`src/rtl/jlsemi_util_async_req_arb_pkg.sv`:
```
// Shared definitions for the asynchronous request arbiter.
//   arb_state_t : arbiter FSM state encoding
//   arb_pick_t  : result of a round-robin pick (found flag + winner index)
//   arb_rr_pick : round-robin scan starting one past the last winner
package jlsemi_util_arb_pkg;

   localparam int ARB_MAX_REQ  = 16;
   localparam int ARB_MAX_ID_W = 4;

   typedef enum logic [1:0] {
      ARB_IDLE    = 2'd0,
      ARB_GRANT   = 2'd1,
      ARB_RELEASE = 2'd2
   } arb_state_t;

   typedef struct packed {
      logic                    found;
      logic [ARB_MAX_ID_W-1:0] id;
   } arb_pick_t;

   // Scans last+1, last+2, ... modulo num and returns the first set request.
   // Only the first num positions of req are looked at.
   function automatic arb_pick_t arb_rr_pick(
      input logic [ARB_MAX_REQ-1:0]  req,
      input logic [ARB_MAX_ID_W-1:0] last,
      input int                      num
   );
      arb_pick_t               res;
      logic [ARB_MAX_ID_W-1:0] idx;
      res.found = 1'b0;
      res.id    = {ARB_MAX_ID_W{1'b0}};
      for (int k = 1; k <= ARB_MAX_REQ; k++) begin
         idx = ARB_MAX_ID_W'((int'(last) + k) % num);
         if ((k <= num) && !res.found && req[idx]) begin
            res.found = 1'b1;
            res.id    = idx;
         end
      end
      return res;
   endfunction

endpackage

```
`src/rtl/jlsemi_util_async_req_arb_if.sv`:
```
// Handshake bundle between the arbiter and its requesters / local consumer.
//   req_async : level requests from foreign domains (4-phase)
//   ack_async : level acks back to the requesters
//   gnt_vld   : grant active toward the local consumer
//   gnt_id    : granted requester index (0 when no grant)
//   gnt_done  : one-cycle pulse from the consumer, service finished
//   busy      : arbiter not idle
//   err_abort : one-cycle pulse, granted request dropped before gnt_done
// slave modport = arbiter side, master modport = requester/consumer side.
interface jlsemi_util_async_req_arb_if #(
   parameter int NUM_REQ = 4
);
   localparam int ID_W = $clog2(NUM_REQ);

   logic [NUM_REQ-1:0] req_async;
   logic [NUM_REQ-1:0] ack_async;
   logic               gnt_vld;
   logic [ID_W-1:0]    gnt_id;
   logic               gnt_done;
   logic               busy;
   logic               err_abort;

   modport slave (
      input  req_async, gnt_done,
      output ack_async, gnt_vld, gnt_id, busy, err_abort
   );

   modport master (
      output req_async, gnt_done,
      input  ack_async, gnt_vld, gnt_id, busy, err_abort
   );
endinterface

```
`src/rtl/jlsemi_util_async_req_arb_sync.sv`:
```
// Single-bit STEP-deep flop synchronizer with active-high asynchronous reset.
//   clk : destination clock
//   rst : asynchronous active-high reset, clears the chain
//   d   : asynchronous input bit
//   q   : synchronized output, d delayed STEP clk edges
module jlsemi_util_sync_pos_with_rst_high #(
   parameter int STEP = 2
) (
   input  logic clk,
   input  logic rst,
   input  logic d,
   output logic q
);
   // The chain must stay as discrete flops so the metastability margin is kept.
   (* dont_touch = "true" *) logic [STEP-1:0] sync_r;

   // Shift the input through the synchronizer chain.
   always_ff @(posedge clk or posedge rst) begin
      if (rst) begin
         sync_r <= {STEP{1'b0}};
      end else begin
         sync_r <= {sync_r[STEP-2:0], d};
      end
   end

   assign q = sync_r[STEP-1];
endmodule

```
`src/rtl/jlsemi_util_async_req_arb.sv`:
```
// Round-robin arbiter for NUM_REQ asynchronous four-phase requesters sharing
// one resource in the clk domain.
//   clk : single clock for all logic
//   rst : asynchronous active-high reset
//   bus : slave side of jlsemi_util_async_req_arb_if (requests, acks, grant)
module jlsemi_util_async_req_arb
   import jlsemi_util_arb_pkg::*;
#(
   parameter int NUM_REQ   = 4,
   parameter int SYNC_STEP = 2
) (
   input  logic                        clk,
   input  logic                        rst,
   jlsemi_util_async_req_arb_if.slave  bus
);
   localparam int ID_W = $clog2(NUM_REQ);

   logic [NUM_REQ-1:0] req_sync_s;
   arb_pick_t          pick_s;
   logic               pick_ok_s;

   arb_state_t         state_r, state_nxt_s;
   logic [ID_W-1:0]    cur_id_r, cur_id_nxt_s;
   logic [ID_W-1:0]    last_r, last_nxt_s;
   logic [ID_W-1:0]    gnt_id_r, gnt_id_nxt_s;
   logic               gnt_vld_r, gnt_vld_nxt_s;
   logic               err_abort_r, err_abort_nxt_s;
   logic               busy_r;
   logic [NUM_REQ-1:0] ack_r, ack_nxt_s;

   for (genvar i = 0; i < NUM_REQ; i++) begin : g_sync
      jlsemi_util_sync_pos_with_rst_high #(
         .STEP (SYNC_STEP)
      ) u_sync (
         .clk (clk),
         .rst (rst),
         .d   (bus.req_async[i]),
         .q   (req_sync_s[i])
      );
   end

   assign pick_s = arb_rr_pick(ARB_MAX_REQ'(req_sync_s), ARB_MAX_ID_W'(last_r), NUM_REQ);
   // A winner outside the requester range is never granted.
   assign pick_ok_s = pick_s.found && (int'(pick_s.id) < NUM_REQ);

   // Next-state and next-output decode of the arbiter FSM.
   always_comb begin
      state_nxt_s     = state_r;
      cur_id_nxt_s    = cur_id_r;
      last_nxt_s      = last_r;
      gnt_id_nxt_s    = gnt_id_r;
      gnt_vld_nxt_s   = gnt_vld_r;
      ack_nxt_s       = ack_r;
      err_abort_nxt_s = 1'b0;
      case (state_r)
         ARB_IDLE: begin
            if (pick_ok_s) begin
               state_nxt_s   = ARB_GRANT;
               cur_id_nxt_s  = ID_W'(pick_s.id);
               gnt_id_nxt_s  = ID_W'(pick_s.id);
               gnt_vld_nxt_s = 1'b1;
            end else begin
               state_nxt_s = ARB_IDLE;
            end
         end
         ARB_GRANT: begin
            // gnt_done has priority over a simultaneous request drop.
            if (bus.gnt_done) begin
               state_nxt_s          = ARB_RELEASE;
               ack_nxt_s[cur_id_r]  = 1'b1;
               gnt_vld_nxt_s        = 1'b0;
               gnt_id_nxt_s         = {ID_W{1'b0}};
            end else if (!req_sync_s[cur_id_r]) begin
               state_nxt_s     = ARB_IDLE;
               gnt_vld_nxt_s   = 1'b0;
               gnt_id_nxt_s    = {ID_W{1'b0}};
               err_abort_nxt_s = 1'b1;
               last_nxt_s      = cur_id_r;
            end else begin
               state_nxt_s = ARB_GRANT;
            end
         end
         ARB_RELEASE: begin
            if (!req_sync_s[cur_id_r]) begin
               state_nxt_s = ARB_IDLE;
               ack_nxt_s   = {NUM_REQ{1'b0}};
               last_nxt_s  = cur_id_r;
            end else begin
               state_nxt_s = ARB_RELEASE;
            end
         end
         default: begin
            state_nxt_s   = ARB_IDLE;
            gnt_vld_nxt_s = 1'b0;
            gnt_id_nxt_s  = {ID_W{1'b0}};
            ack_nxt_s     = {NUM_REQ{1'b0}};
         end
      endcase
   end

   // State and output registers; all outputs come straight from flops.
   always_ff @(posedge clk or posedge rst) begin
      if (rst) begin
         state_r     <= ARB_IDLE;
         cur_id_r    <= {ID_W{1'b0}};
         last_r      <= ID_W'(NUM_REQ - 1);
         gnt_id_r    <= {ID_W{1'b0}};
         gnt_vld_r   <= 1'b0;
         ack_r       <= {NUM_REQ{1'b0}};
         err_abort_r <= 1'b0;
         busy_r      <= 1'b0;
      end else begin
         state_r     <= state_nxt_s;
         cur_id_r    <= cur_id_nxt_s;
         last_r      <= last_nxt_s;
         gnt_id_r    <= gnt_id_nxt_s;
         gnt_vld_r   <= gnt_vld_nxt_s;
         ack_r       <= ack_nxt_s;
         err_abort_r <= err_abort_nxt_s;
         busy_r      <= (state_nxt_s != ARB_IDLE);
      end
   end

   assign bus.ack_async = ack_r;
   assign bus.gnt_vld   = gnt_vld_r;
   assign bus.gnt_id    = gnt_id_r;
   assign bus.busy      = busy_r;
   assign bus.err_abort = err_abort_r;
endmodule

```
`src/flat_wrapper.sv`:
```
// flat-port wrapper written by rule: the top's interface ports become plain ports
module jlsemi_util_async_req_arb_flat import jlsemi_util_arb_pkg::*;
#(
   parameter int NUM_REQ   = 4,
   parameter int SYNC_STEP = 2
)
  (clk, rst, bus_req_async, bus_gnt_done, bus_ack_async, bus_gnt_vld, bus_gnt_id, bus_busy, bus_err_abort);
  jlsemi_util_async_req_arb_if #(.NUM_REQ(NUM_REQ)) bus_i ();
  input  logic clk;
  input  logic rst;
  input wire logic [$bits(bus_i.req_async)-1:0] bus_req_async;
  input wire logic [$bits(bus_i.gnt_done)-1:0] bus_gnt_done;
  output wire logic [$bits(bus_i.ack_async)-1:0] bus_ack_async;
  output wire logic [$bits(bus_i.gnt_vld)-1:0] bus_gnt_vld;
  output wire logic [$bits(bus_i.gnt_id)-1:0] bus_gnt_id;
  output wire logic [$bits(bus_i.busy)-1:0] bus_busy;
  output wire logic [$bits(bus_i.err_abort)-1:0] bus_err_abort;
  assign bus_i.req_async = bus_req_async;
  assign bus_i.gnt_done = bus_gnt_done;
  assign bus_ack_async = bus_i.ack_async;
  assign bus_gnt_vld = bus_i.gnt_vld;
  assign bus_gnt_id = bus_i.gnt_id;
  assign bus_busy = bus_i.busy;
  assign bus_err_abort = bus_i.err_abort;
  jlsemi_util_async_req_arb #(.NUM_REQ(NUM_REQ), .SYNC_STEP(SYNC_STEP)) u_core (.clk(clk), .rst(rst), .bus(bus_i));
endmodule
```
`config.mk`:
```
export PLATFORM = sky130hd
export DESIGN_NAME = jlsemi_util_async_req_arb_flat
export DESIGN_NICKNAME = d
export VERILOG_FILES = /design/src/rtl/jlsemi_util_async_req_arb_pkg.sv /design/src/rtl/jlsemi_util_async_req_arb_if.sv /design/src/rtl/jlsemi_util_async_req_arb_sync.sv /design/src/rtl/jlsemi_util_async_req_arb.sv /design/src/flat_wrapper.sv
export SDC_FILE = /design/constraint.sdc
export NUM_CORES = 1
export LEC_CHECK = 0
export CELL_PAD_IN_SITES_DETAIL_PLACEMENT = 0
export CELL_PAD_IN_SITES_GLOBAL_PLACEMENT = 2
export CORE_ASPECT_RATIO = 1.75
export CORE_MARGIN = 4
export CORE_UTILIZATION = 34
export CTS_CLUSTER_DIAMETER = 80
export DETAILED_ROUTE_END_ITERATION = 16
export GPL_TIMING_DRIVEN = 1
export PLACE_DENSITY_LB_ADDON = 0.1
export RECOVER_POWER = 50
export SYNTH_ARGS = -nofsm -noshare
export SYNTH_HDL_FRONTEND = slang
export SYNTH_SLANG_ARGS = --single-unit
```
`constraint.sdc`:
```
create_clock -name clk -period 2.3 [get_ports clk]
set_clock_uncertainty 0.15 [all_clocks]
set_input_delay 0.575 -clock clk [delete_from_list [all_inputs] [get_ports clk]]
set_output_delay 0.575 -clock clk [all_outputs]
set_load 0.005 [all_outputs]
```
Word-level counts from Yosys, hierarchy flattened
Cells that the tools add are included.
- flip-flop bits (word level): 23
- output and inout port bits: 9
- add/subtract/negate cells: 4
- order comparisons: 7
- equality and inequality tests: 7
- multiplexer cells: 38
- bitwise gates (word level): 7
- reduce and logical (&&, ||, !) cells: 19
- operator list (cell ; count):
    $lt A4 B5 Y1 const B ; 4
    $mux W5 ; 4
    $mux W1 ; 14
    $mux W2 ; 7
    $bmux W1 S3 ; 4
    $pmux W2 S3 ; 2
    $pmux W4 S3 ; 1
    $mux W4 ; 2
    $reduce_or A2 Y1 ; 4
    $ne A2 B2 Y1 const B ; 3
    $reduce_and A3 Y1 ; 2
    $logic_and A1 B1 Y1 ; 5
    $add A2 B1 Y2 const B ; 2
    $add A2 B2 Y2 const B ; 2
    $and A1 B1 Y1 const A ; 4
    $lt A4 B3 Y1 const B ; 1
    $or A4 B4 Y4 ; 1
    $pmux W2 S2 ; 1
    $reduce_and A2 Y1 ; 2
    $reduce_bool A2 Y1 ; 2
    $logic_not A1 Y1 ; 3
    $lt A2 B3 Y1 const B ; 1
    $ne A3 B3 Y1 const B ; 1
    $pmux W1 S3 ; 1
    8 further kinds ; 9

Depth between registers and ports, before layout
- depth in word-level cells: 20
- mapped depth: 6
- mapped depth without buffers: 6

Modules after synthesis
A second synthesis with hierarchy kept.
- cell total of the unflattened synthesis: 87
- area total of the unflattened synthesis: 1011.0 um^2
- modules (own cells, without submodules) (module ; instances ; cells an instance ; area each (um^2) ; sequential area each (um^2)):
    jlsemi_util_async_req_arb ; 1 ; 75 ; 795.8 ; 377.9
    jlsemi_util_sync_pos_with_rst_high ; 4 ; 3 ; 53.8 ; 50.0

Worst setup path before layout
Ideal clock, no wire load.
- kind: flip-flop to flip-flop
- from: register u_core.cur_id_r[0]
- to: register u_core.ack_r[1], in the netlist u_core.bus.ack_async[1]
- setup time: 0.127 ns
- arrival time: 1.639 ns
- data required time: 2.023 ns
- path slack: 0.384 ns
- cell stages (with the launch flop): 5
- period minus slack after synthesis: 1.916 ns
- path through: dfrtp_1 > mux4_2 > and2_2 > clkbuf_1 > o32a_2
- word-level cells in the longest chain between the ends: 7
- ends and longest elaborated chain (element ; line ; RTL):
    start: declaration ; jlsemi_util_async_req_arb.sv:23 ; logic [ID_W-1:0] cur_id_r, cur_id_nxt_s;
    start signal: assignment ; jlsemi_util_async_req_arb.sv:105 ; cur_id_r <= {ID_W{1'b0}};
    start signal: assignment ; jlsemi_util_async_req_arb.sv:114 ; cur_id_r <= cur_id_nxt_s;
    $lt A2 B3 Y1 (implied by the code) or $ge A2 B1 Y1 (tied branches) ; jlsemi_util_async_req_arb.sv:70 ; ack_nxt_s[cur_id_r] = 1'b1;
    $logic_and A1 B1 Y1 (implied by the code) ; jlsemi_util_async_req_arb.sv:70 ;
    $mux W1 (implied by the code) ; jlsemi_util_async_req_arb.sv:70 ;
    $demux W1 S2 ; -- ;
    $or A4 B4 Y4 (no source line) ; -- ;
    $mux W4 ; jlsemi_util_async_req_arb.sv:68 ; if (bus.gnt_done) begin
    $pmux W4 S3 ; jlsemi_util_async_req_arb.sv:55 ; case (state_r)
    end signal: assignment ; jlsemi_util_async_req_arb.sv:109 ; ack_r <= {NUM_REQ{1'b0}};
    end signal: assignment ; jlsemi_util_async_req_arb.sv:118 ; ack_r <= ack_nxt_s;
    end: declaration ; jlsemi_util_async_req_arb.sv:29 ; logic [NUM_REQ-1:0] ack_r, ack_nxt_s;
Several ways; a longest one is shown, not always the timed one. The select of a mux whose other input is x is not followed.
A chain may end at the register's enable or synchronous reset.

Worst setup path in the final report
- from: register u_core.cur_id_r[0]
- to: register u_core.ack_r[2], in the netlist u_core.bus.ack_async[2]
The elaborated chain is that of the path after synthesis.

==> parameters.txt <==
Parameter                              Value

Synth
  Proportion of register bits with asynchronous set or reset after synthesis    100.0%
  Proportion of synthesized area in mux cells    4.506%
  Sequential area share after synthesis    between 50 and 60%
  Largest family of logic cells by synthesized area    compound AO/OA/AOI/OAI gates
  Area of the mapped netlist    999.7 um^2
  Fraction of post-synthesis cell area in the top cell type by area    a little over half
  Area share of xor/xnor cells in the synthesized design    0%
  Leading cell types by total area after synthesis    dfrtp_1 (53%), dfstp_2 (5.3%), ha_1 (5.0%)
  Number of warnings issued by yosys    0
  Ys flop type    dfrtp_1
  Synth Area in Adders    5.006%
  Flops & latches, synth    23
  Distinct cell type count of the synthesized netlist    32
  Cell type with the highest aggregate area in the netlist    dfrtp_1
  Mapped Nets    96
  Cell count after synthesis    85
  Synth Area in Compound Gates    between 10% and 20%
  Mean cell area of the mapped netlist    11.76 um^2
  Area fraction in and, or, nand and nor cells after synthesis    14.02%
  Count of flip-flops with a built-in enable after synthesis    0

Clocking
  Num CTS Buffers    3
  Clock Sink Count    23
  Clock-pin slew on the worst setup and hold paths    0.08 ns
  Setup Buffers After CTS    0
  PostCTS Resize Cnt    0
  H-Tree Depth    1
  Maximum buffer depth of the clock tree    2
  Hold buffers post-CTS    0
  Clock latency at the later pin of the worst-skew pair    around 0.26 ns
  CTS tree    built
  Root Buffer    clkbuf_8

Worst hold path
  Hold Crit Class    reg2reg

Worst setup path
  Critical path endpoint category    register
  Highest fanout seen on the critical path    7
  Required time of the worst setup path    ~2.4 ns
  Worst Setup Path Type    reg2reg
  Type of element launching the critical path    register
  Critical path data arrival time    2.10 ns

GRT
  Remaining global-route overflow    0
  Number of antenna violations at the first check in global routing    0
  Pin count of the biggest net entering global routing    24
  Total track usage    10.89%
  Via count of the first global-routing pass    731
  Wire length of the first global-routing pass    3.332 mm

Placement
  I/O Buffers    15
  Placer congestion estimate    0.7185
  Cell area after placement    1187 um^2
  Worst slack after detailed placement    around 0.25 ns
  Number of instances in the placed design    127
  Detailed placement HPWL    1.416 mm

Timing
  Headroom to the max-slew limit    19.82%
  Final count of negative-setup-slack endpoints    0
  Min Hold Slack    0.2006 ns
  Final Hold Violating Endpoints    0
  RSZ-0062 raised after global routing    no
  Worst Setup Slack, final    roughly 0.25 ns
  Max Transition Viols Final    0
  Worst slew pin tran    1.203 ns
  Highest achievable clock rate    approximately 490 MHz
  Final min period    ~2.0 ns
  Final TNS setup    0 ns
  Tcrit/Tclk final    88.92%

Layout
  Fraction of layout cells with a size suffix above 1    16.35%
  Final layout net count    116
  Antenna diode count    0
  Final non-filler cell area    ~1200 um^2
  Total area of multi-input combinational cells    391.6 um^2
  Sequential Area    578.1 um^2
  Filler-free cell count of the finished design    131
  Area Growth Syn to Fin    23.03%
  Number of filler instances in the final layout    between 200 and 300

Floorplan
  Initial core utilization    36.32%
  Area of the placeable core    2753 um^2
  Die ar.    3906 um^2
  DIE HEIGHT    around 80 um
  I/O pin count    16
  Number of placement rows    25
  Die W    just under 50 um

Outcome
  Run status    finished clean

Routing
  Routed length per instance    14.34 um
  Number of violations reported at the end of detailed-routing iteration 0    11
  Detailed-router iteration count before antenna repair    2
  Post-route DRC    0
  Drt total wl    1.879 mm
  Per-cell via count in the routed design    5.198
  Total number of vias    681
  Remaining antenna violation count    0

Power
  IR Drop Worst-Case VDD    ~0.00058 V
  Cell Pwr Density    between 1000 and 1500 nW/um^2
  Leakage power    between 0.5 and 0.6 nW

Run
  Maximum capacitance violations    0
per-layer routing:
metal / track usage, % / wire (um)
met2: 17.67 / 980
met1: 14.13 / 845
met4: 4.852 / 19
met5: 0 / 0
met3: 1.682 / 34
worst paths after layout:
kind | startpoint | end | slack [ns] | cells past startpoint
min | u_core.g_sync[0].u_sync.sync_r[0] | u_core.g_sync[0].u_sync.sync_r[1] | 0.20 | 0
max in group asynchronous | rst | u_core.bus.ack_async[1] | 0.44 | 3
max | u_core.cur_id_r[0] | u_core.bus.ack_async[2] | 0.25 | 4
min reg2reg | u_core.g_sync[0].u_sync.sync_r[0] | u_core.g_sync[0].u_sync.sync_r[1] | 0.20 | 0
min in group asynchronous | rst | u_core.bus.ack_async[3] | 0.85 | 3
max reg2reg | u_core.cur_id_r[0] | u_core.bus.ack_async[2] | 0.25 | 4
synth_stat cells (2+ instances only):
cell	number
o21ai_0	5
dfrtp_1	21
mux2_2	2
inv_1	5
dfstp_2	2
nand2_1	9
a21oi_1	3
nor2_1	4
nor3b_1	2
o32a_2	2
ha_1	4
nand2b_1	3
nor2b_1	3
o32a_1	2
kinds of logic (layout without fill, tap and decap cells):
group / Yosys count / after routing
buffers and inverters: 7 / 26
AO/OA/AOI/OAI: 21 / 21
adder cells (fa/ha/maj): 4 / 4
multiplexers: 3 / 3
AND/OR/NAND/NOR: 27 / 27
flip-flops: 23 / 23
state kept, by name (all words and copies together), names as in the netlist:
| name | flops |
|---|---|
| u_core.bus.gnt_vld | 1 |
| u_core.bus.gnt_id | 2 |
| u_core.cur_id_r | 2 |
| u_core.bus.ack_async | 4 |
| u_core.bus.err_abort | 1 |
| u_core.g_sync.u_sync.sync_r | 8 |
| u_core.bus.busy | 1 |
| u_core.last_r | 2 |
| u_core.state_r | 2 |
area by class of cell:
class	instances	area share [%]
well taps	27	2.747
repair buffers	17	13.12
clock inverters	1	0.4069
multi-input cells	55	31.84
inverters	5	1.526
flip-flops and latches	23	47.00
clock buffers	3	3.357
per-stage QoR:
stage / utilization [%] / total power [mW]
after floorplan: - / 1.003
after global placement: 43.14 / 1.218
after detailed placement: 43.14 / 1.221
after CTS: 44.82 / 1.469
after global routing: 44.68 / 1.567
final: 44.68 / 1.443
critical path: stages, from the launching register on:
cell and delay, ns:
dfrtp_1 0.48, mux4_2 0.62, a211o_1 0.37, nor3b_1 0.20, o32a_2 0.16
power breakdown:
| part | switching (mW) | internal (mW) |
|---|---|---|
| sequential | 0.0960 | 0.535 |
| combinational | 0.263 | 0.310 |
| clock | 0.118 | 0.121 |
| total | 0.477 | 0.966 |
cell usage in the layout, fill, tap and decap left out, types with 2 or more instances in the layout:
cell type        netlist  final
mux2_2                 2      2
clkdlybuf4s50_1        0     11
o21ai_0                5      5
o32a_1                 2      2
dfrtp_1               21     21
clkbuf_8               0      3
inv_1                  5      5
nor2b_1                3      3
dlygate4sd3_1          0      4
nand2_1                9      9
nor3b_1                2      2
nand2b_1               3      3
dfstp_2                2      2
nor2_1                 4      4
a21oi_1                3      3
o32a_2                 2      2
ha_1                   4      4
Power figures use the tool's default switching activity.
